===== config.mk =====
export PLATFORM = sky130hd
export DESIGN_NAME = quadrature_decoder_flat
export DESIGN_NICKNAME = d
export VERILOG_FILES = /design/src/rtl/quadrature_decoder_if.sv /design/src/rtl/quadrature_decoder.sv /design/src/flat_wrapper.sv
export SDC_FILE = /design/constraint.sdc
export NUM_CORES = 1
export LEC_CHECK = 0
export CAP_MARGIN = 20
export CORE_MARGIN = 4
export CORE_UTILIZATION = 30
export DETAILED_ROUTE_END_ITERATION = 7
export PLACE_DENSITY = 0.53
export RECOVER_POWER = 25
export SLEW_MARGIN = 20
export SYNTH_ARGS = -nofsm -noshare
export SYNTH_HDL_FRONTEND = slang
export SYNTH_SLANG_ARGS = --single-unit

===== constraint.sdc =====
create_clock -name clk -period 4.6 [get_ports clk]
set_clock_uncertainty 0.15 [all_clocks]
set_input_delay 0.92 -clock clk [delete_from_list [all_inputs] [get_ports clk]]
set_output_delay 0.92 -clock clk [all_outputs]
set_load 0.05 [all_outputs]

===== src/rtl/quadrature_decoder_if.sv =====
// Bundle of quadrature inputs and decoded position outputs for quadrature_decoder.
// There is no valid/ready handshake: A/B are free-running levels, and the outputs are registered levels/pulses.
interface quadrature_decoder_if #(
    parameter int WIDTH = 8
);
    logic             A;
    logic             B;
    logic             clr;
    logic [WIDTH-1:0] count;     // two's-complement position
    logic             step_cw;
    logic             step_ccw;
    logic             dir;
    logic             error;
    logic [1:0]       q_state;   // accepted {A,B} state, exposed for observation

    modport master (
        output A, B, clr,
        input  count, step_cw, step_ccw, dir, error, q_state
    );

    modport slave (
        input  A, B, clr,
        output count, step_cw, step_ccw, dir, error, q_state
    );
endinterface


===== src/rtl/quadrature_decoder.sv =====
// Quadrature decoder: synchronizes A/B, debounces them over FILTER cycles,
// and turns accepted Gray-code transitions into step pulses and a wrapping position count.
module quadrature_decoder #(
    parameter int WIDTH  = 8,
    parameter int FILTER = 2
) (
    input  logic                clk,
    input  logic                rst_n,
    quadrature_decoder_if.slave qd
);

    localparam logic [3:0]       FILTER_CNT = 4'(FILTER);
    localparam logic [WIDTH-1:0] ONE        = WIDTH'(1);

    typedef enum logic [1:0] {
        MOVE_NONE,
        MOVE_CW,
        MOVE_CCW,
        MOVE_BAD
    } move_t;

    logic [1:0]       sync1, sync2;
    logic [1:0]       q, cand;
    logic [3:0]       stab_cnt;
    logic [3:0]       run_len;
    logic             accept;
    move_t            move;
    logic [WIDTH-1:0] count_r;
    logic             step_cw_r, step_ccw_r, dir_r, error_r;

    // run_len is how many consecutive edges (including this one) sync2 has held a non-Q value.
    always_comb begin
        run_len = 4'd1;
        if (stab_cnt != 4'd0 && sync2 == cand)
            run_len = stab_cnt + 4'd1;
        accept = (sync2 != q) && (run_len >= FILTER_CNT);

        move = MOVE_NONE;
        case ({q, sync2})
            4'b0010, 4'b1011, 4'b1101, 4'b0100: move = MOVE_CW;
            4'b0001, 4'b0111, 4'b1110, 4'b1000: move = MOVE_CCW;
            4'b0011, 4'b1100, 4'b1001, 4'b0110: move = MOVE_BAD;
            default:                            move = MOVE_NONE;
        endcase
    end

    always_ff @(posedge clk or negedge rst_n) begin
        if (!rst_n) begin
            sync1      <= 2'b00;
            sync2      <= 2'b00;
            q          <= 2'b00;
            cand       <= 2'b00;
            stab_cnt   <= 4'd0;
            count_r    <= '0;
            step_cw_r  <= 1'b0;
            step_ccw_r <= 1'b0;
            dir_r      <= 1'b0;
            error_r    <= 1'b0;
        end else begin
            sync1      <= {qd.A, qd.B};
            sync2      <= sync1;
            step_cw_r  <= 1'b0;
            step_ccw_r <= 1'b0;

            if (sync2 == q) begin
                stab_cnt <= 4'd0;
            end else if (accept) begin
                q        <= sync2;
                stab_cnt <= 4'd0;
            end else begin
                stab_cnt <= run_len;
                cand     <= sync2;
            end

            if (accept) begin
                case (move)
                    MOVE_CW: begin
                        step_cw_r <= 1'b1;
                        dir_r     <= 1'b0;
                        count_r   <= count_r + ONE;
                    end
                    MOVE_CCW: begin
                        step_ccw_r <= 1'b1;
                        dir_r      <= 1'b1;
                        count_r    <= count_r - ONE;
                    end
                    MOVE_BAD: error_r <= 1'b1;
                    default: ;
                endcase
            end

            // Clear wins over a same-edge accept for count/error; pulses and dir still follow the accept.
            if (qd.clr) begin
                count_r <= '0;
                error_r <= 1'b0;
            end
        end
    end

    assign qd.count    = count_r;
    assign qd.step_cw  = step_cw_r;
    assign qd.step_ccw = step_ccw_r;
    assign qd.dir      = dir_r;
    assign qd.error    = error_r;
    assign qd.q_state  = q;

endmodule


===== src/flat_wrapper.sv =====
// flat-port wrapper written by rule: the top's interface ports become plain ports
module quadrature_decoder_flat 
#(
    parameter int WIDTH  = 8,
    parameter int FILTER = 2
)
  (clk, rst_n, qd_A, qd_B, qd_clr, qd_count, qd_step_cw, qd_step_ccw, qd_dir, qd_error, qd_q_state);
  quadrature_decoder_if #(.WIDTH(WIDTH)) qd_i ();
  input  logic clk;
  input  logic rst_n;
  input wire logic [$bits(qd_i.A)-1:0] qd_A;
  input wire logic [$bits(qd_i.B)-1:0] qd_B;
  input wire logic [$bits(qd_i.clr)-1:0] qd_clr;
  output wire logic [$bits(qd_i.count)-1:0] qd_count;
  output wire logic [$bits(qd_i.step_cw)-1:0] qd_step_cw;
  output wire logic [$bits(qd_i.step_ccw)-1:0] qd_step_ccw;
  output wire logic [$bits(qd_i.dir)-1:0] qd_dir;
  output wire logic [$bits(qd_i.error)-1:0] qd_error;
  output wire logic [$bits(qd_i.q_state)-1:0] qd_q_state;
  assign qd_i.A = qd_A;
  assign qd_i.B = qd_B;
  assign qd_i.clr = qd_clr;
  assign qd_count = qd_i.count;
  assign qd_step_cw = qd_i.step_cw;
  assign qd_step_ccw = qd_i.step_ccw;
  assign qd_dir = qd_i.dir;
  assign qd_error = qd_i.error;
  assign qd_q_state = qd_i.q_state;
  quadrature_decoder #(.WIDTH(WIDTH), .FILTER(FILTER)) u_core (.clk(clk), .rst_n(rst_n), .qd(qd_i));
endmodule

After elaboration in Yosys (flattened, before gate mapping)
Memories as Yosys holds them, arrays and structs flattened. Cells that the tools add are included.

Register bits: 24. Memory bits (read-only): 32. Output and inout bits: 14. Logic and storage cells: 49. Memories: 1.

Memories: (no name shown) (words 16, bits a word 2, rd ports 1, clocked after Yosys merged registers in 0, wr ports 0, RTL line quadrature_decoder.sv:39) `case ({q, sync2})`.

Add/sub/neg operators: 3. Order comparisons: 1. Equal/unequal tests: 6. Mux-type cells: 14. Bitwise gates (word level): 2. Reductions and logical operators: 12.

Operators with widths (count): $mux 8 (2); $pmux 8 s2 (1); $mux 4 (3); $reduce_and 2->1 (5); $add 8x1->8 const B (1); $sub 8x1->8 const B (1); $mux 1 (7); $reduce_bool 2->1 (3); $add 4x1->4 const B (1); $eq 2x2->1 (2); $eq 2x2->1 const B (2); $ge 4x2->1 const B (1); $reduce_bool 4->1 (1); $reduce_bool 3->1 (1); $eq 2x1->1 const B (1); $logic_and 1x1->1 (2); $ne 2x2->1 (1); $not 1->1 (2); $pmux 1 s2 (1).

Logic depth before layout (Yosys ltp)
Gate-level depths: netlist (run 1).

Depth after elaboration: 7. Gate-level depth with buffers: 15. Gate-level depth less buffers: 13.

Worst setup path before layout (run 1)
OpenSTA, ideal clock, no wires.

Path type: flip-flop to flip-flop. From: register u_core.q[1] (netlist: u_core.qd.q_state[1]). To: register u_core.count_r[4] (netlist: u_core.qd.count[4]). Library setup time: 0.078 ns. Arrival: 3.019 ns. Path slack: 1.353 ns. Cell stages (with the launch flop): 13. Path buffers: 1. Clock period less this slack: 3.247 ns. Cells stage by stage: dfrtp_1 and2_1 o31a_2 ha_1 buf_2 xor2_1 ha_1 o21a_1 o21ai_0 o21bai_1 xnor2_1 or3_1 a21oi_1.

Cells in the longest elaborated chain, start to end: 5.

RTL lines: start: declaration (RTL line quadrature_decoder.sv:23) `logic [1:0] q, cand;`; start signal: assignment (RTL line quadrature_decoder.sv:68) `q <= sync2;`; $mem_v2 16x2; $eq 2x2->1 / $eq 2x1->1 (equally long branches) (RTL line quadrature_decoder.sv:76) `case (move)`; $pmux 8 s2 (RTL line quadrature_decoder.sv:76); $mux 8 (RTL line quadrature_decoder.sv:75) `if (accept) begin`; $mux 8 (RTL line quadrature_decoder.sv:93) `if (qd.clr) begin`; end signal: assignment (RTL line quadrature_decoder.sv:80) `count_r <= count_r + ONE;`; end signal: assignment (RTL line quadrature_decoder.sv:85) `count_r <= count_r - ONE;`; end: declaration (RTL line quadrature_decoder.sv:28) `logic [WIDTH-1:0] count_r;`.

Parallel ways exist; a longest one is shown, timed or not. The select of a mux whose other input is x is not followed. A chain may end at the register's enable or synchronous reset.

Worst setup path in the final report (run 1)
From: register u_core.sync2[1]. To: register u_core.count_r[7] (netlist: u_core.qd.count[7]).

Cells in the longest elaborated chain, start to end: 7.

RTL lines: start: declaration (RTL line quadrature_decoder.sv:22) `logic [1:0] sync1, sync2;`; start signal: assignment (RTL line quadrature_decoder.sv:61) `sync2 <= sync1;`; branches (longest 7 deep; another with $mem_v2 16x2).

Parallel ways; which one is timed is not known. The select of a mux whose other input is x is not followed.

==> impl_metrics.csv, run 1 <==
group,metric,value,unit
route,drc,0,
power_and_ir_drop,power,0.901,mW
finish,drive_above_1_share,11.2,%
logic_synthesis,synth-edff-count,0,
route,firstDrtPassIters,4,
logic_synthesis,synthFlopType,"dfrtp_1",
clock_tree,clkTransAtPathRegs,90,ps
global_route,antenna_found_initial,0,
logic_synthesis,netlist-cell-type-count,47,
worst_setup_path,reg2regPathDepth,10,
logic_synthesis,synth_top_area_cell,"dfrtp_1",
finish,diodes,0,
logic_synthesis,synthCells,143,
logic_synthesis,synth-async-reset-ratio,100,%
placement,dp_hpwl,2110,um
route,routed_wl,2850,um
worst_setup_path,startpoint_type,"flop",
route,wl_per_cell,12.5,um
global_route,grt_pass1_vias,1016,
route,wl_met2,1380,um
clock_tree,cts_tree,"yes",
route,ant_nets,0,
clock_tree,clock_latency,270,ps
timing,fmaxAchievable,0.287,GHz
global_route,grt_pass1_wl,4900,um
worst_setup_path,worst-setup-path-type,"flop to flop",
finish,area_delta_synth_final,20.2,%
power_and_ir_drop,p_leak,0.745,nW
clock_tree,cts_hold_buf,0,
clock_tree,cts_setup_buffers,0,
worst_setup_path,rr_startpoint,"u_core.sync2[1]$_DFF_PN0_",
finish,fin_nets,177,
timing,period_needed,3480,ps
worst_setup_path,worstPathArrival,3520,ps
die,rows,25,
die,num_io_pins,19,
logic_synthesis,synth_area_leaders,"dfrtp_1, ha_1, mux2_2",
worst_setup_path,crit_path_end_kind,"flop",
die,design.core.area,4720,sq um
timing,slew_headroom,12.3,%
route,drtIter0Drc,41,
die,start_util,31.0,%
timing,grt_setup_unrepaired,"no",
power_and_ir_drop,power.density,512,nW/um^2
die,die-area,6060,sq um
flow_run,drv_cap,0,
placement,gp_congestion,0.763,
worst_setup_path,cp_max_fo,19,
min_path,min_from,"u_core.sync1[0]$_DFF_PN0_",
clock_tree,cts_resized,0,
timing,tightest_slew,1320,ps
timing,fin_crit_sh,75.7,%
logic_synthesis,netlist.area_leader.share,41.1,%
clock_tree,root_buffer,"clkbuf_8",
die,die_h,77.8,um
timing,finalSetupTns,0,ps
clock_tree,cts.sinks,24,
clock_tree,htree_levels,1,
logic_synthesis,netlist_area,1460,sq um
finish,fillers,480,
timing,slew_viol_final,0,
logic_synthesis,syn_avg_cell_area,10.2,sq um
route,wirelength_met1,1320,um
logic_synthesis,synth_warnings,0,
worst_setup_path,r2r-end,"u_core.qd.count[7]$_DFFE_PN0P_",
timing,hold_viol,0,
logic_synthesis,synth-seq-cells,24,
die,chipWidth,77.8,um
global_route,gr-total-overflow,0,
global_route,grt_max_degree,25,
power_and_ir_drop,vdd_drop_max,0.000182,V
worst_setup_path,r2r_slack,1120,ps
placement,port_buffers,18,
route,vias,1042,
route,wl_met3,148,um
route,viasPerCell,4.57,
outcome,status,"finished, final reports clean",
min_path,min_to,"u_core.sync2[0]$_DFF_PN0_",
min_path,holdPathStages,0,
min_path,hp-class,"flop to flop",
logic_synthesis,yosysSeqAreaShare,41.1,%
worst_setup_path,required,4640,ps
global_route,track_usage,10.1,%
clock_tree,cts_made_buffers,3,
clock_tree,cts_buffer_depth,2,
timing,setup_viol,0,
route,top_layer,"met3",
## per-stage QoR
step	hold slack, ps	instances	utilization (%)	setup WS, ps	instance area [sq um]
global placement	190	224	35.8	1300	1690
global route	217	228	37.2	787	1760
CTS	214	228	37.2	1070	1760
detailed placement	192	224	35.7	1100	1690
floorplan	181	145	-	1350	1470
finish	209	228	37.2	1120	1760
## where the power goes
group          total, mW  switching (mW)  internal (mW)
registers          0.289          0.0405          0.249
clock network      0.187          0.0711          0.116
logic              0.424           0.256          0.168
## metal layers
metal	global-route usage, %	vias to the layer above
met5	0	-
met4	1.07	0
met3	3.94	0
met2	16.3	15
met1	13.1	487
li1	-	540
## cell usage in the layout, fill, tap and decap left out, types with 2 or more instances in the layout
| master | n |
|---|---|
| dfrtp_1 | 24 |
| clkdlybuf4s50_1 | 17 |
| a21oi_1 | 11 |
| nor2_1 | 10 |
| nand2_1 | 10 |
| ha_1 | 10 |
| inv_1 | 7 |
| o21ai_0 | 5 |
| xor2_1 | 5 |
| mux2_2 | 5 |
| nor2b_1 | 4 |
| xnor2_1 | 3 |
| clkbuf_8 | 3 |
| conb_1 | 3 |
| and2_1 | 2 |
| mux2i_1 | 2 |
| a21boi_0 | 2 |
| nand4bb_1 | 2 |
| and3_2 | 2 |
| o21a_1 | 2 |
| nand4_1 | 2 |
| o31ai_1 | 2 |
| o21bai_1 | 2 |
| or3_1 | 2 |
## final cells by class
type	count	area [sq um]	area share, %
clock inverter	1	30.0	1.71
tap	67	83.8	4.77
inverter	7	26.3	1.49
sequential	24	601	34.2
timing repair buffer	18	174	9.89
clock buffer	3	41.3	2.35
multi-input combinational	108	802	45.6
## logic make-up (layout without fill, tap and decap cells)
group                      count (synthesis)  in the layout  synth area share (%)
and+or+nand+nor                           45             45                  17.2
adders and majority gates                 10             10                  8.55
other                                      1              3                 0.256
xor gates and xnor gates                   8              8                  4.79
AOI/OAI and AO/OA                         35             35                  18.3
muxes                                      7              7                  5.22
DFF                                       24             24                  41.1
buffers and inverters                     13             29                  4.62
## flip-flops by register name, summed over array words and instances, names as in the netlist
signal,flops
u_core.qd.step_cw,1
u_core.qd.dir,1
u_core.sync1,2
u_core.qd.step_ccw,1
u_core.cand,2
u_core.qd.count,8
u_core.stab_cnt,4
u_core.qd.q_state,2
u_core.qd.error,1
u_core.sync2,2
## worst max-delay path, cell delays in order (launching register included)
cell and delay (ps):
dfrtp_1 480, mux2i_1 150, o21ai_0 400, ha_1 660
ha_1 400, nand2_1 90, a311oi_1 50, a211oi_1 260
a21boi_0 150, or4_1 480, a21oi_1 150
## synthesized netlist by cell type (2+ instances only)
library cell	n
o31ai_1	2
mux2i_1	2
dfrtp_1	24
o21a_1	2
mux2_2	5
buf_2	3
a21oi_1	11
and2_1	2
nand2_1	10
xor2_1	5
nand4_1	2
o21ai_0	5
xnor2_1	3
inv_1	7
buf_6	2
and3_2	2
nor2_1	10
a21boi_0	2
o21bai_1	2
ha_1	10
or3_1	2
nand4bb_1	2
nor2b_1	4
## how the worst max path moves through the flow
stage,start,to,slack (ps),cells past startpoint
2_1_floorplan,u_core.qd.q_state[1]$_DFFE_PN0P_,u_core.qd.count[4]$_DFFE_PN0P_,1350,12
3_3_place_gp,u_core.sync2[1]$_DFF_PN0_,u_core.qd.count[7]$_DFFE_PN0P_,1300,10
3_5_place_dp,u_core.sync2[1]$_DFF_PN0_,u_core.qd.count[7]$_DFFE_PN0P_,1100,10
4_1_cts,u_core.sync2[1]$_DFF_PN0_,u_core.qd.count[7]$_DFFE_PN0P_,1070,10
5_1_grt,u_core.sync2[1]$_DFF_PN0_,u_core.qd.count[7]$_DFFE_PN0P_,790,10
6_report,u_core.sync2[1]$_DFF_PN0_,u_core.qd.count[7]$_DFFE_PN0P_,1120,10
(Power assumes the default switching activity.)
==> inputs of run 2 (changes only) <==
Settings changed: PLACE_DENSITY 0.53 to 0.54.
Clock period 4.6 ns to 3 ns, I/O delays scaled along.
==> impl_metrics.csv, run 2 (synthesis gave the netlist of run 1 again) <==
group,metric,value,unit
finish,largest_reg_flops,8,
worst_setup_path,worstPathArrival,2970,ps
worst_setup_path,required,3050,ps
clock_tree,clock_latency,260,ps
worst_setup_path,cp_slowest_stage_delay,460,ps
finish,final_cell_mix,"dfrtp_1, clkdlybuf4s50_1, buf_4, nand2_1",
power_and_ir_drop,vdd_drop_max,0.000307,V
placement,gp_congestion,0.810,
global_route,grtUsageMet1,12.6,%
global_route,gr-usage-met2,20.5,%
worst_setup_path,cp_max_fo,8,
clock_tree,cts_buffer_depth,2,
die,num_io_pins,19,
route,viasPerCell,4.74,
flow_run,drv_cap,0,
route,drtIter0Drc,13,
global_route,top_usage_layer,"met2",
clock_tree,htree_levels,1,
clock_tree,root_buffer,"clkbuf_8",
worst_setup_path,crit_path_frequent_cell,"ha_4",
power_and_ir_drop,power.density,784,nW/um^2
finish,diodes,0,
route,vias,1143,
worst_setup_path,reg2regPathDepth,10,
route,firstDrtPassIters,4,
die,design.core.area,4720,sq um
global_route,grt_pass1_vias,1217,
worst_setup_path,worst-setup-path-type,"flop to flop",
global_route,gr-total-overflow,0,
global_route,track_usage,11.2,%
timing,fin_hold_ws,202,ps
global_route,grt_max_degree,25,
die,start_util,31.0,%
finish,area_delta_synth_final,32.9,%
timing,slew_headroom,11.1,%
clock_tree,cts_hold_buf,0,
min_path,holdPathStages,0,
timing,period_needed,2920,ps
clock_tree,cts_made_buffers,3,
timing,setup_viol,0,
worst_setup_path,r2r_slack,80,ps
die,die-area,6060,sq um
min_path,hp-class,"flop to flop",
min_path,min_from,"u_core.sync1[0]$_DFF_PN0_",
global_route,grt_pass1_wl,5510,um
worst_setup_path,rr_startpoint,"u_core.sync2[1]$_DFF_PN0_",
timing,hold_viol,0,
timing,tightest_slew,1330,ps
placement,port_buffers,18,
timing,slew_viol_final,0,
clock_tree,cts.sinks,24,
worst_setup_path,crit_path_end_kind,"flop",
worst_setup_path,cp_cell_sequence,"and2_4, o31a_4, ha_4, ha_4, nand2_1, a311oi_2, a211oi_2, and3b_1, or4_1, a21oi_2",
die,die_h,77.8,um
clock_tree,cts_tree,"yes",
finish,fillers,468,
placement,dp_hpwl,2270,um
worst_setup_path,startpoint_type,"flop",
finish,drive_above_1_share,25.9,%
die,chipWidth,77.8,um
worst_setup_path,cpMaxStageDelayCell,"dfrtp_2",
clock_tree,clkTransAtPathRegs,90,ps
route,routed_wl,3260,um
finish,final_common_cell,"dfrtp_1",
finish,fin_nets,190,
die,rows,25,
timing,fin_crit_sh,97.4,%
worst_setup_path,r2r-end,"u_core.qd.count[7]$_DFFE_PN0P_",
route,wl_per_cell,13.5,um
route,ant_nets,0,
timing,fmaxAchievable,0.342,GHz
outcome,status,"finished, final reports clean",
finish,post-route-util,41.2,%
route,drc,0,
global_route,antenna_found_initial,0,
min_path,min_to,"u_core.sync2[0]$_DFF_PN0_",
power_and_ir_drop,p_leak,0.810,nW
global_route,grtUsageMet3,3.02,%
==> run 2: cell count changes in the layout (fill, tap and decap cells not counted), moves of 3 or more <==
cell           change
buf_4             +12
ha_1               -5
dfrtp_1            -3
dfrtp_2            +3
dlygate4sd3_1      +3
ha_4               +3
==> run 2: layer usage <==
layer  share of wire [%]  wire [um]
met1                  42       1380
met2                  52       1690
met3                 3.6        118
met4                 2.2         72
met5                   0          0
==> run 2: worst max-delay path, delay by kind of cell (launching register included) <==
kind / cells / cell delay [ps]
AO/OA/AOI/OAI: 4 / 880
adder cells (fa/ha/maj): 2 / 500
flip-flops: 1 / 460
AND/OR/NAND/NOR: 4 / 860
==> run 2: report_power, final <==
group	internal, mW	switching (mW)	total [mW]
clock	0.178	0.106	0.285
combinational	0.349	0.437	0.787
sequential	0.384	0.0689	0.453
total	0.912	0.613	1.52
==> run 2: final cells by class <==
cell class	count	area, sq um	share of cell area (%)
multi-input cells	108	885	45.5
repair buffers	31	274	14.1
clock inverters	1	30.0	1.54
inverters	7	26.3	1.35
clock buffers	3	41.3	2.12
well taps	67	83.8	4.31
flip-flops and latches	24	604	31.1
==> run 2: worst max-delay path by stage <==
stage	slack, ps	to	start
final	80	u_core.qd.count[7]$_DFFE_PN0P_	u_core.sync2[1]$_DFF_PN0_
after global routing	-30	u_core.qd.count[7]$_DFFE_PN0P_	u_core.sync2[1]$_DFF_PN0_
after CTS	0.8	u_core.qd.count[7]$_DFFE_PN0P_	u_core.sync2[1]$_DFF_PN0_
after detailed placement	20	u_core.qd.count[7]$_DFFE_PN0P_	u_core.sync2[1]$_DFF_PN0_
after global placement	120	u_core.qd.count[7]$_DFFE_PN0P_	u_core.sync2[1]$_DFF_PN0_
after floorplan	20	u_core.qd.count[4]$_DFFE_PN0P_	u_core.qd.q_state[0]$_DFFE_PN0P_
==> run 2: repair_timing <==
| item | CTS | global route |
|---|---|---|
| gates cloned | 0 | 0 |
| setup endpoints to repair | 1 | 2 |
| gates resized for setup | 3 | 11 |
| setup buffers | 0 | 6 |
| hold endpoints to repair | 0 | 0 |
| pin swaps | 0 | 4 |
==> run 2: metrics by stage <==
stage | worst slack, ps | cells | TNS [ps] | total power [mW] | area [sq um]
2_1_floorplan | 16.0 | 145 | 0 | 0.964 | 1490
3_3_place_gp | 119 | 231 | 0 | 1.15 | 1770
3_5_place_dp | 16.8 | 231 | 0 | 1.17 | 1770
4_1_cts | 0.774 | 235 | 0 | 1.47 | 1850
5_1_grt | -29.8 | 241 | -33.1 | 1.63 | 1940
6_report | 77.0 | 241 | 0 | 1.52 | 1940
==> inputs of run 3 (changes only) <==
Settings changed: CORE_MARGIN 4 to not set.
==> impl_metrics.csv, run 3 (synthesis gave the netlist of run 1 again) <==
group,metric,value,unit
outcome,status,"finished, final reports clean",
placement,placed_area,1750,sq um
route,drc,0,
clock_tree,clkTransAtPathRegs,90,ps
timing,grt_setup_unrepaired,"yes",
power_and_ir_drop,power,1.44,mW
route,viasPerCell,5.02,
placement,port_buffers,18,
timing,period_needed,2920,ps
worst_setup_path,required,3040,ps
die,design.core.area,4690,sq um
route,firstDrtPassIters,4,
timing,hold_viol,0,
route,ant_nets,0,
finish,final_cell_area,1910,sq um
worst_setup_path,cpMaxStageDelayCell,"dfrtp_2",
finish,area_delta_synth_final,30.6,%
timing,fmaxAchievable,0.343,GHz
placement,post-place-ws,-10.6,ps
power_and_ir_drop,vdd_drop_max,0.000236,V
global_route,grt_max_degree,25,
timing,slew_headroom,10.1,%
worst_setup_path,critical_path.top_delay_family,"compound AO/OA/AOI/OAI gates",
worst_setup_path,worst-setup-path-type,"flop to flop",
die,die_h,71.8,um
timing,worst_slack,81.9,ps
finish,drive_above_1_share,24.4,%
worst_setup_path,cp_slowest_stage_delay,460,ps
route,drtIter0Drc,33,
clock_tree,cts_hold_buf,0,
min_path,hp-class,"flop to flop",
route,routed_wl,3160,um
finish,register_area,604,sq um
global_route,track_usage,13.0,%
route,wl_per_cell,14.0,um
clock_tree,cts_tree,"yes",
power_and_ir_drop,p_leak,0.789,nW
worst_setup_path,crit_path_end_kind,"flop",
worst_setup_path,cp_max_fo,8,
finish,largest_reg_flops,8,
timing,setup_viol,0,
timing,slew_viol_final,0,
finish,final_common_cell,"dfrtp_1",
clock_tree,clock_latency,270,ps
finish,multi_input_area,892,sq um
placement,dp_hpwl,2210,um
clock_tree,cts.sinks,24,
clock_tree,cts_buffer_depth,2,
finish,post-route-util,40.7,%
die,num_io_pins,19,
power_and_ir_drop,power.density,753,nW/um^2
flow_run,drv_cap,0,
die,rows,25,
worst_setup_path,cp_cell_sequence,"and2_4, o31a_4, ha_4, buf_12, xor2_2, ha_2, o21a_1, o21ai_1, o21bai_1, xnor2_1, or3_1, a21oi_1",
die,chipWidth,71.8,um
finish,final_cell_mix,"dfrtp_1, clkdlybuf4s50_1, a21oi_1, nand2_1, nor2_1",
global_route,antenna_found_initial,0,
placement,gp_congestion,0.831,
die,start_util,31.2,%
die,die-area,5160,sq um
finish,fillers,460,
global_route,gr-total-overflow,0,
route,vias,1135,
timing,fin_hold_ws,211,ps
worst_setup_path,critPathBufInv,1,
worst_setup_path,worstPathArrival,2960,ps
clock_tree,root_buffer,"clkbuf_8",
worst_setup_path,r2r_slack,80,ps
global_route,grt_pass1_wl,5280,um
finish,fin_nets,188,
clock_tree,htree_levels,1,
worst_setup_path,startpoint_type,"flop",
timing,fin_crit_sh,97.3,%
global_route,grt_pass1_vias,1146,
clock_tree,cts_made_buffers,3,
timing,tightest_slew,1350,ps
finish,diodes,0,
run 3: per-stage QoR:
step           cells  setup TNS, ps
2_1_floorplan    145              0
5_1_grt          226          -94.8
6_report         226              0
3_3_place_gp     216              0
4_1_cts          220              0
3_5_place_dp     216          -10.6
run 3: layout make-up:
type                            count  area share, %
Multi-Input combinational cell    108           46.7
Timing Repair Buffer               29           14.4
Sequential cell                    24           31.6
Tap cell                           54           3.54
Clock buffer                        4           2.36
Inverter                            7           1.38
run 3: timing repair:
item                       CTS  global route
resized for setup            1            21
buffers inserted             0             6
pin swaps                    1            11
setup endpoints to repair    2             3
run 3: power by group:
| group | total, mW | internal [mW] | switching [mW] |
|---|---|---|---|
| Sequential | 0.455 | 0.384 | 0.0705 |
| Combinational | 0.787 | 0.353 | 0.434 |
| Clock | 0.198 | 0.0947 | 0.103 |
| Total | 1.44 | 0.831 | 0.607 |
run 3: metal layers:
layer,GRT usage (%),part of all wire [%],vias up
met1,15.7,43,551
met3,2.67,3.2,6
met4,3.27,0.98,0
met2,23.5,53,21
li1,-,-,557
met5,0,0,-
run 3: worst paths after layout:
kind                                                  startpoint                              to  cells past startpoint
worst max register to register  u_core.qd.q_state[1]$_DFFE_PN0P_  u_core.qd.count[4]$_DFFE_PN0P_                     12
worst min-delay path                   u_core.sync1[1]$_DFF_PN0_       u_core.sync2[1]$_DFF_PN0_                      0
min in group asynchronous                                  rst_n  u_core.qd.count[4]$_DFFE_PN0P_                      2
worst min register to register         u_core.sync1[1]$_DFF_PN0_       u_core.sync2[1]$_DFF_PN0_                      0
worst max-delay path            u_core.qd.q_state[1]$_DFFE_PN0P_  u_core.qd.count[4]$_DFFE_PN0P_                     12
max in group asynchronous                                  rst_n       u_core.sync2[1]$_DFF_PN0_                      2
==> patch 1, RTL diff (settings of run 3) <==
`WIDTH` is set to 8 in 3 places; all go to 9.
--- a/src/rtl/quadrature_decoder_if.sv
+++ b/src/rtl/quadrature_decoder_if.sv
@@ -3,3 +3,3 @@
 interface quadrature_decoder_if #(
-    parameter int WIDTH = 8
+    parameter int WIDTH = 9
 );
--- a/src/rtl/quadrature_decoder.sv
+++ b/src/rtl/quadrature_decoder.sv
@@ -3,3 +3,3 @@
 module quadrature_decoder #(
-    parameter int WIDTH  = 8,
+    parameter int WIDTH  = 9,
     parameter int FILTER = 2
--- a/src/flat_wrapper.sv
+++ b/src/flat_wrapper.sv
@@ -3,3 +3,3 @@
 #(
-    parameter int WIDTH  = 8,
+    parameter int WIDTH  = 9,
     parameter int FILTER = 2
Interface: changed (resized qd_count); port bits go from 19 to 20. The function was not compared with the original's and may differ.
==> patch 1 against run 3 <==
Setup slack gained 0.058 ns; area after synthesis grew 14%; sequential cell count rose by 1; power increased by 1.3%; wire length increased by 7.8%; design area is 4.8% higher; combinational power down 4.1%; fmax grew 2.0%; core utilization decreased by 2.5 points; critical endpoint is now u_core.qd.count[8]; highest routed layer unchanged.
==> patch 1: results <==
{
  "path_max_fanout": 10,
  "switching_share": 0.4408,
  "hold_end": "u_core.sync2[0]",
  "nNetsFinal": 212,
  "synth_cell_type_count": 55,
  "syn_inst": 176,
  "grt_pass1_vias": 1176,
  "critPathArrivalTime_ns": 2.88,
  "status": "complete, no violations",
  "portBuffers": 19,
  "comb_cell_power_w": 0.000755,
  "largest_register_ffs": 9,
  "power_frac_seq": 0.331,
  "worst_ir_drop_vdd_mv": 0.2184,
  "drt_iter0_drc": 83,
  "rr_endpoint": "u_core.qd.count[8]",
  "grt_util_all_layers": 0.1243,
  "stdcell_count": 267,
  "ys_seq_area_frac": 0.3759,
  "grt_start_max_net_pins": 26,
  "drive_gt1_frac": 0.1777,
  "max-slew-margin-rel": 0.08542,
  "dpl.cell_count": 259,
  "grt_pass1_wl_mm": 5.885,
  "hold_start": "u_core.sync1[0]",
  "fillers": 543,
  "ff2ff_path_depth": 10,
  "wire_per_inst_um": 12.75
}
==> patch 1: how the worst max path moves through the flow <==
| stage | from | end | slack, ns | depth (start not counted) |
|---|---|---|---|---|
| 3_3_place_gp | u_core.sync2[1] | u_core.qd.count[8] | 0.14 | 11 |
| 2_1_floorplan | u_core.qd.q_state[1] | u_core.qd.count[8] | -0.10 | 12 |
| 3_5_place_dp | u_core.sync2[1] | u_core.qd.count[8] | 0.08 | 11 |
| 6_report | u_core.qd.q_state[1] | u_core.qd.count[8] | 0.14 | 10 |
| 4_1_cts | u_core.sync2[1] | u_core.qd.count[8] | 0.06 | 11 |
| 5_1_grt | u_core.sync2[1] | u_core.qd.count[8] | -0.01 | 11 |
==> patch 1: kinds of logic (layout without fill, tap and decap cells) <==
| kind of cell | count (synthesis) | count (layout) | synth area share |
|---|---|---|---|
| AO/OA/AOI/OAI | 45 | 45 | 0.1842 |
| XOR/XNOR | 10 | 10 | 0.05714 |
| adder cells (fa/ha/maj) | 9 | 9 | 0.06767 |
| buffers and inverters | 20 | 39 | 0.06466 |
| flip-flops | 25 | 25 | 0.3759 |
| multiplexers | 6 | 6 | 0.03985 |
| other | 1 | 3 | 0.002253 |
| AND/OR/NAND/NOR | 60 | 60 | 0.2083 |
==> patch 1: what timing repair did <==
| item | CTS | global route |
|---|---|---|
| resized for setup | 0 | 2 |
| setup endpoints to repair | 0 | 4 |
| setup buffers | 0 | 4 |
==> patch 1: metal layers <==
layer  global-route usage  part of all wire  vias to the layer above
met2               0.1739              0.43                       29
met3              0.01557             0.038                        2
met1               0.1911              0.52                      588
li1                     -                 -                      656
met4              0.04615             0.010                        0
met5                    0                 0                        -
==> patch 1: stage by stage <==
stage | worst slack, ns | power, W | hold WS [ns] | utilization | instance area (µm²)
finish | 0.1394 | 0.001457 | 0.2071 | 0.3825 | 2003
CTS | 0.05763 | 0.001458 | 0.2120 | 0.3772 | 1976
global route | -0.01074 | 0.001568 | 0.2154 | 0.3825 | 2003
floorplan | -0.1042 | 0.001056 | 0.1544 | - | 1703
global placement | 0.1433 | 0.001224 | 0.1824 | 0.3677 | 1926
detailed placement | 0.08197 | 0.001225 | 0.1862 | 0.3677 | 1926
==> patch 1: critical path, cell delays in order (launching register included) <==
cell       delay [ns]
dfrtp_2          0.46
and2_0           0.16
o31a_2           0.33
ha_4             0.21
xor2_1           0.17
ha_2             0.20
nand4bb_1        0.09
nand4_1          0.18
a311o_1          0.31
a21oi_1          0.16
mux2_2           0.34
==> patch 1: final cells by class <==
class	count	share of cell area
Clock inverter	1	0.004372
Clock buffer	3	0.02061
Sequential cell	25	0.3142
Multi-Input combinational cell	133	0.4791
Timing Repair Buffer	27	0.1230
Inverter	8	0.01499
Tap cell	70	0.04372
==> patch 2, RTL diff (flow settings as in run 3) <==
Made on the original files. Reset style: synchronous (`rst_n`), changed in one clocked block.
--- a/src/rtl/quadrature_decoder.sv
+++ b/src/rtl/quadrature_decoder.sv
@@ -46,3 +46,3 @@
 
-    always_ff @(posedge clk or negedge rst_n) begin
+    always_ff @(posedge clk) begin
         if (!rst_n) begin
Check against the original RTL: differs if rst_n is asserted again (counterexample within 10 cycles, from zero or initial values and one cycle with rst_n low); with rst_n held inactive, the same outputs for 10 cycles.
==> patch 2 against run 3 <==
The run now ends with design-rule violations left; non-clock buffer count down 8; first-iteration DRC count grew to 3.0 times the old value; design area fell by 9.8%; setup slack better by 0.24 ns; critical path depth is 1 lower; sequential cell count is the same; wire length down 8.3%; count of clock-buffer cells in the layout is 1 lower; global-route usage decreased by 0.47 points; area after synthesis fell by 3.3%; cell count grew 3.5%.
Power is not compared: it rests on default switching activity, and its combinational part moved more than twofold at a synthesized area within 25%.
==> patch 2: results <==
{
  "cpPeakStageDelay_ns": 0.45,
  "drive_gt1_frac": 0.07143,
  "portBuffers": 18,
  "fillers": 462,
  "cp_common_cell": "ha_1",
  "dr.pass1.iters": 7,
  "hold_depth": 1,
  "clk_latency_ns": 0.27,
  "hold_class": "flip-flop to flip-flop",
  "critPathArrivalTime_ns": 2.74,
  "place_area_mm2": 0.001654,
  "antenna_found_initial": 0,
  "final-hold-violation-count": 0,
  "max-slew-margin-rel": 0.5142,
  "clockBufferDepth": 2,
  "pre_cts_slack_ns": 0.1235,
  "gp_congestion": 0.8523,
  "grt_util_all_layers": 0.1252,
  "crit_slowest_cell": "dfxtp_1",
  "cts-resized-gates": 0,
  "cts-root-buf": "clkbuf_8",
  "ff2ff_path_depth": 11,
  "switching_share": 0.2531,
  "dominantRegCellSynth": "dfxtp_1",
  "netlist_top_cells_count": "dfxtp_1, mux2i_1, nand2_1, nor2_1",
  "hold_start": "u_core.sync1[0]",
  "violations": "design-rule violations",
  "dpl.cell_count": 230,
  "worst_setup_path_start_kind": "flip-flop",
  "status": "finished with violations",
  "cts_setup_buffers": 0,
  "cts.clk_slew.worst_paths_ns": 0.09,
  "grt_start_max_net_pins": 16,
  "synth_cell_type_count": 43,
  "grt_pass1_wl_mm": 5.030,
  "drt_iter0_drc": 100,
  "grt_pass1_vias": 1108,
  "nNetsFinal": 195,
  "cts_buffers": 3,
  "post-route-drc-count": 5,
  "largest_register_ffs": 8,
  "synth.top_cells.by_area": "dfxtp_1, mux2i_1, ha_1",
  "r2r-start": "u_core.sync2[0]",
  "worst_ir_drop_vdd_mv": 0.2986,
  "ys_seq_area_frac": 0.3398,
  "synth-async-reset-ratio": 0,
  "drt-total-wl_mm": 2.897,
  "n_antenna_cell": 0,
  "leakagePower_nw": 0.6624,
  "synth_top_area_frac": 0.3398,
  "syn_inst": 163,
  "dpl.hpwl_mm": 2.150,
  "path_max_fanout": 7,
  "wire_per_inst_um": 12.38,
  "crit_family": "simple AND/OR/NAND/NOR gates",
  "viasPerCell": 5.056
}
==> patch 2: cell count changes after synthesis, sizes merged, moves of 4 or more <==
cell           run 3  this run
mux2               5         0
nand2b             1         7
dfrtp             24         0
dfxtp              0        24
and2               3         7
mux2i              2        10
==> patch 2: routing by layer <==
layer	track usage	vias to the layer above	wire, µm
met5	0	-	0
met1	0.1415	545	1318
met2	0.2309	32	1434
met3	0.03419	2	128
li1	-	604	-
met4	0.03556	0	14
==> patch 2: kinds of logic (layout without fill, tap and decap cells) <==
kind of cell	Yosys count	after routing	synth area share
other	1	3	0.002652
AO/OA/AOI/OAI	33	33	0.1496
AND/OR/NAND/NOR	64	64	0.2699
multiplexers	10	10	0.07080
buffers and inverters	15	32	0.04956
adder cells (fa/ha/maj)	7	7	0.06194
flip-flops	24	24	0.3398
XOR/XNOR	9	9	0.05575
==> patch 2: worst paths after layout <==
path	to	slack (ns)
setup / recovery	u_core.qd.count[4]	0.32
hold / removal	u_core.sync2[0]	0.30
setup reg to reg	u_core.qd.count[4]	0.32
hold reg to reg	u_core.sync2[0]	0.30
==> patch 2: cell type report <==
type	count	area, µm²	area share
Inverter	7	26.28	0.01524
Tap cell	52	65.06	0.03774
Clock buffer	3	41.29	0.02395
Clock inverter	1	30.03	0.01742
Timing Repair Buffer	21	198.9	0.1154
Sequential cell	24	483.0	0.2801
Multi-Input combinational cell	126	879.6	0.5102
==> patch 2: power by group through the flow <==
stage                     Clock (W)  Sequential, W  Combinational, W
after detailed placement          0       0.000345          0.000114
final                      0.000291       0.000338          0.000114
after floorplan                   0       0.000350         0.0000787
after CTS                  0.000299       0.000337          0.000115
after global routing       0.000310       0.000339          0.000127
after global placement            0       0.000344          0.000113
